<file path="config.mk">
export PLATFORM = sky130hd
export DESIGN_NAME = rggen_bit_field_irq_status_flat
export DESIGN_NICKNAME = d
export VERILOG_FILES = /design/src/rtl/rggen_bit_field_if.sv /design/src/rtl/rggen_bit_field_irq_status.sv /design/src/flat_wrapper.sv
export SDC_FILE = /design/constraint.sdc
export NUM_CORES = 1
export LEC_CHECK = 0
export CAP_MARGIN = 20
export CORE_AREA = 2 2 57 59
export CTS_CLUSTER_DIAMETER = 40
export DETAILED_ROUTE_END_ITERATION = 12
export DIE_AREA = 0 0 59 61
export PLACE_DENSITY = 0.79
export SLEW_MARGIN = 5
export SYNTH_ARGS = -nofsm -noshare
export SYNTH_HDL_FRONTEND = slang
export SYNTH_SLANG_ARGS = --single-unit
</file>
<file path="constraint.sdc">
create_clock -name i_clk -period 1.1 [get_ports i_clk]
set_input_delay 0.22 -clock i_clk [delete_from_list [all_inputs] [get_ports i_clk]]
set_output_delay 0.22 -clock i_clk [all_outputs]
set_load 0.01 [all_outputs]
</file>
<file path="src/rtl/rggen_bit_field_if.sv">
// rggen_bit_field_if: register access bundle (valid, read/write masks, write data, read data, value) shared by bit fields
interface rggen_bit_field_if #(
  parameter int WIDTH = 32
);
  logic             valid;
  logic [WIDTH-1:0] read_mask;
  logic [WIDTH-1:0] write_mask;
  logic [WIDTH-1:0] write_data;
  logic [WIDTH-1:0] read_data;
  logic [WIDTH-1:0] value;
  modport bit_field (
    input  valid,
    input  read_mask,
    input  write_mask,
    input  write_data,
    output read_data,
    output value
  );
endinterface

</file>
<file path="src/rtl/rggen_bit_field_irq_status.sv">
// rggen_bit_field_irq_status: sticky irq status bits set by i_event (level/edge), cleared by sw (w0c/w1c/rc); outputs o_value, o_value_unmasked, o_overflow, o_irq
module rggen_bit_field_irq_status #(
  parameter int               WIDTH           = 8,
  parameter int               CLEAR_MODE      = 1,
  parameter int               SET_MODE        = 0,
  parameter logic [WIDTH-1:0] INITIAL_VALUE   = '0,
  parameter int               OVERFLOW_ENABLE = 1
)(
  input  logic                 i_clk,
  input  logic                 i_rst,
  rggen_bit_field_if.bit_field bit_field_if,
  input  logic [WIDTH-1:0]     i_event,
  input  logic [WIDTH-1:0]     i_enable,
  output logic [WIDTH-1:0]     o_value,
  output logic [WIDTH-1:0]     o_value_unmasked,
  output logic [WIDTH-1:0]     o_overflow,
  output logic                 o_irq
);
  logic [WIDTH-1:0] status;
  logic [WIDTH-1:0] overflow;
  logic [WIDTH-1:0] ev_q;
  logic [WIDTH-1:0] detect;
  logic [WIDTH-1:0] clear;
  logic [WIDTH-1:0] ovf_cond;
  logic             write_access;
  logic             read_access;
  assign write_access = bit_field_if.valid && (bit_field_if.write_mask != '0);
  assign read_access  = bit_field_if.valid && (bit_field_if.write_mask == '0);
  always_comb begin
    detect   = (SET_MODE == 0) ? i_event :
               (SET_MODE == 1) ? i_event & ~ev_q :
               (SET_MODE == 2) ? ~i_event & ev_q : i_event ^ ev_q;
    clear    = (CLEAR_MODE == 2) ? {WIDTH{read_access}} & bit_field_if.read_mask :
               (CLEAR_MODE == 0) ? {WIDTH{write_access}} & bit_field_if.write_mask & ~bit_field_if.write_data :
                                   {WIDTH{write_access}} & bit_field_if.write_mask & bit_field_if.write_data;
    ovf_cond = detect & status & ~clear;
  end
  always_ff @(posedge i_clk) begin
    if (i_rst) begin
      status   <= INITIAL_VALUE;
      overflow <= '0;
      o_irq    <= 1'b0;
      ev_q     <= i_event;
    end else begin
      status   <= detect | (status & ~clear);
      overflow <= (OVERFLOW_ENABLE != 0) ? ovf_cond | (overflow & ~clear) : '0;
      o_irq    <= |(status & i_enable);
      ev_q     <= i_event;
    end
  end
  assign o_value                = status & i_enable;
  assign o_value_unmasked       = status;
  assign o_overflow             = overflow;
  assign bit_field_if.read_data = status;
  assign bit_field_if.value     = status;
endmodule
</file>
<file path="src/flat_wrapper.sv">
// flat-port wrapper written by rule: the top's interface ports become plain ports
module rggen_bit_field_irq_status_flat 
#(
  parameter int               WIDTH           = 8,
  parameter int               CLEAR_MODE      = 1,
  parameter int               SET_MODE        = 0,
  parameter logic [WIDTH-1:0] INITIAL_VALUE   = '0,
  parameter int               OVERFLOW_ENABLE = 1
)
  (i_clk, i_rst, i_event, i_enable, o_value, o_value_unmasked, o_overflow, o_irq, bit_field_if_valid, bit_field_if_read_mask, bit_field_if_write_mask, bit_field_if_write_data, bit_field_if_read_data, bit_field_if_value);
  rggen_bit_field_if #(.WIDTH(WIDTH)) bit_field_if_i ();
  input  logic i_clk;
  input  logic i_rst;
  input  logic [WIDTH-1:0] i_event;
  input  logic [WIDTH-1:0] i_enable;
  output logic [WIDTH-1:0] o_value;
  output logic [WIDTH-1:0] o_value_unmasked;
  output logic [WIDTH-1:0] o_overflow;
  output logic o_irq;
  input wire logic [$bits(bit_field_if_i.valid)-1:0] bit_field_if_valid;
  input wire logic [$bits(bit_field_if_i.read_mask)-1:0] bit_field_if_read_mask;
  input wire logic [$bits(bit_field_if_i.write_mask)-1:0] bit_field_if_write_mask;
  input wire logic [$bits(bit_field_if_i.write_data)-1:0] bit_field_if_write_data;
  output wire logic [$bits(bit_field_if_i.read_data)-1:0] bit_field_if_read_data;
  output wire logic [$bits(bit_field_if_i.value)-1:0] bit_field_if_value;
  assign bit_field_if_i.valid = bit_field_if_valid;
  assign bit_field_if_i.read_mask = bit_field_if_read_mask;
  assign bit_field_if_i.write_mask = bit_field_if_write_mask;
  assign bit_field_if_i.write_data = bit_field_if_write_data;
  assign bit_field_if_read_data = bit_field_if_i.read_data;
  assign bit_field_if_value = bit_field_if_i.value;
  rggen_bit_field_irq_status #(.WIDTH(WIDTH), .CLEAR_MODE(CLEAR_MODE), .SET_MODE(SET_MODE), .INITIAL_VALUE(INITIAL_VALUE), .OVERFLOW_ENABLE(OVERFLOW_ENABLE)) u_core (.i_clk(i_clk), .i_rst(i_rst), .bit_field_if(bit_field_if_i), .i_event(i_event), .i_enable(i_enable), .o_value(o_value), .o_value_unmasked(o_value_unmasked), .o_overflow(o_overflow), .o_irq(o_irq));
endmodule
</file>
==> results.py <==
metrics = {
    "status": {
        "status": "finished, violations left",
        "violations": "setup timing",
    },
    "grt": {
        "grt_pass1_vias": 1049,
        "grt_max_degree": 18,
        "globalRouteOverflowTotal": 0,
        "grt_pass1_wl_um": 4270,
        "antenna_found_initial": 0,
        "track_usage_pct": 15.5,
    },
    "synth": {
        "yosys.area_share.xor_xnor_pct": 0,
        "yosysTopAreaCell": "dfxtp_1",
        "yosysSeqAreaShare_pct": 41.8,
        "syn_inst": 88,
        "synth_top_family_by_area": "simple AND/OR/NAND/NOR gates",
        "synth_fp_nets": 131,
        "synth_fa_ha_area_share_pct": 0,
        "synth_area_um2": 815,
        "synth_top_area_share_pct": 41.8,
        "ys_seq_elements": 17,
        "synth_compound_area_share_pct": 19.5,
        "postSynthAreaPerCell_um2": 9.26,
        "synth-simple-area-share_pct": 20.6,
        "synth.mux.area_fraction_pct": 0,
        "synth_area_leaders": "dfxtp_1 (42%), buf_4 (15%), a21oi_1 (8.0%)",
        "synth_warnings": 0,
        "ys_types": 15,
    },
    "clock_tree": {
        "clkSlewWorstSetupHoldPaths_ps": 90,
        "cts_buffers": 3,
        "cts.path.max_buffers": 2,
        "cts-root-buf": "clkbuf_4",
        "htree_levels": 1,
        "cts_tree": "yes",
        "clk-insertion-delay-late_ps": 280,
        "cts.sinks": 17,
        "cts_hold_buf": 0,
    },
    "sta": {
        "setup_viol": 3,
        "post-route-min-period_ps": 1200,
        "finalHoldViolCount": 0,
        "relSlewSlack_pct": 84.8,
        "slew_viol_final": 0,
        "period_share_pct": 109,
        "rsz0062_at_grt": "true",
        "finClkSkew_ps": 4.95,
        "max_freq_mhz": 835,
        "worst_slack_ps": -97.5,
        "tightest_slew_ps": 227,
    },
    "power": {
        "pwr_density_cell_nw_per_um2": 912,
        "p_int_uw": 1220,
        "ir_drop_v": 0.000511,
        "swShare_pct": 26.4,
        "power.share.clock_pct": 19.3,
        "p_leak_uw": 0.000821,
        "combPwrFrac_pct": 38.9,
        "seqPwrFrac_pct": 41.8,
        "power_switching_uw": 436,
    },
    "worst_setup_path": {
        "regToRegSetupSlack_ps": 10,
        "slowest_stage": "dfxtp_2",
        "critPathBufInv": 2,
        "worst-setup-path-type": "register to primary output",
        "cp.required_ps": 880,
        "cp_top_family": "flip-flops",
        "cpPeakStageDelay_ps": 340,
        "startpoint_type": "register",
        "cp.arrival_ps": 980,
        "crit_top_cell": "buf_6",
        "worstSetupEndpointType": "primary output",
        "cp_cell_sequence": "buf_6 -> and2_4 -> buf_6",
        "crit_fanout": 3,
    },
    "cells_and_area": {
        "area_growth_pct": 122,
        "fin_util_pct": 61.4,
        "diodes": 0,
        "nets": 223,
        "drive_gt1_share_pct": 57.0,
        "fillers": 249,
    },
    "route": {
        "drt-initial-drc-count": 20,
        "avgRoutedWirePerCell_um": 12.7,
        "final_antenna_net_count": 0,
        "drt_wl_total_um": 2700,
        "drc": 0,
        "firstDrtPassIters": 4,
        "vias": 960,
        "vias_per_cell": 4.53,
    },
    "placement": {
        "portBuffers": 75,
        "dpl.hpwl_um": 2010,
        "gp_congestion": 0.687,
        "preCtsSetupSlack_ps": -484,
    },
    "die": {
        "coreArea_um2": 2950,
        "initial_core_util_pct": 27.6,
        "die_h_um": 61,
        "dieArea_um2": 3600,
        "die_w_um": 59,
        "rows": 20,
        "ioPinCount": 84,
    },
    "run": {
        "maxCapViolCount": 0,
    },
    "hold_path": {
        "hold_path_class": "register to register",
    },
}
-- through the flow --
step                std cells  setup TNS (ps)  total power (uW)  hold WS, ps  cell area [um2]
global placement          197           -7160              1260          497             1620
detailed placement        197           -7810              1270          499             1620
CTS                       208            -667              1660          521             1780
floorplan                  88               0               912          329              815
finish                    212            -286              1650          520             1810
global route              212           -1070              1760          520             1810
-- what timing repair did --
| action | 4_1_cts | 5_1_grt |
|---|---|---|
| setup endpoints to repair | 42 | 41 |
| resized for setup | 207 | 20 |
| setup buffers | 7 | 5 |
| hold endpoints to repair | 0 | 0 |
| pin swaps | 9 | 4 |
-- power groups by stage --
stage | registers [uW] | logic (uW) | clock network [uW]
final | 690 | 643 | 318
after global routing | 696 | 689 | 375
after CTS | 688 | 626 | 344
after detailed placement | 697 | 572 | 0
after global placement | 695 | 560 | 0
after floorplan | 728 | 184 | 0
-- worst min-delay path, stage by stage, from the launching register on --
cell	delay [ps]
dfxtp_2	330
a21oi_1	100
a311oi_1	50
-- area by class of cell --
type / count / area, um2 / area share (%)
Multi-Input combinational cell: 52 / 350 / 19.3
Tap cell: 33 / 41.3 / 2.28
Sequential cell: 17 / 357 / 19.7
Timing Repair Buffer: 106 / 1040 / 57.3
Clock buffer: 4 / 26.3 / 1.45
-- worst paths after layout --
check                           depth (start not counted)                   end                        startpoint
worst min register to register                          2  u_core.o_overflow[6]              u_core.o_overflow[6]
worst max register to register                          5          u_core.o_irq  u_core.bit_field_if.read_data[2]
worst max-delay path                                    3            o_value[2]  u_core.bit_field_if.read_data[2]
worst min-delay path                                    2  u_core.o_overflow[6]              u_core.o_overflow[6]
-- placed cells by master (no fill, tap or decap), drive strengths merged --
cell	instances
buf	65
clkdlybuf4s50	26
dfxtp	17
a21oi	16
nor2	10
and2	8
nand3	8
a311oi	7
dlygate4sd2	7
clkbuf	7
clkdlybuf4s15	4
nor3b	1
nor4	1
a31oi	1
dlymetal6s2s	1
-- cell usage after synthesis --
master / instances
a21oi_1: 13
a21oi_2: 3
a311oi_1: 7
a31oi_1: 1
and2_1: 6
and2_4: 2
buf_2: 1
buf_4: 16
buf_6: 2
dfxtp_1: 17
nand3_1: 5
nand3_2: 3
nor2_1: 10
nor3b_1: 1
nor4_2: 1
-- metal layers --
| metal | global-route usage (%) | vias to the layer above | part of all wire, % |
|---|---|---|---|
| met5 | 0 | - | 0 |
| met4 | 2.60 | 0 | 1.6 |
| met3 | 5.12 | 6 | 7.3 |
| met2 | 32.2 | 48 | 56 |
| met1 | 14.7 | 426 | 35 |
| li1 | - | 480 | - |
-- registers in the layout, summed over array words and instances (netlist names) --
signal                         flops
u_core.bit_field_if.read_data      8
u_core.o_overflow                  8
u_core.o_irq                       1
-- cells by family (layout without fill, tap and decap cells) --
family,after synthesis,count (layout)
AND/OR/NAND/NOR,28,28
AO/OA/AOI/OAI,24,24
buffers and inverters,19,110
flip-flops,17,17
No activity file was read; power rests on OpenSTA's default activity.
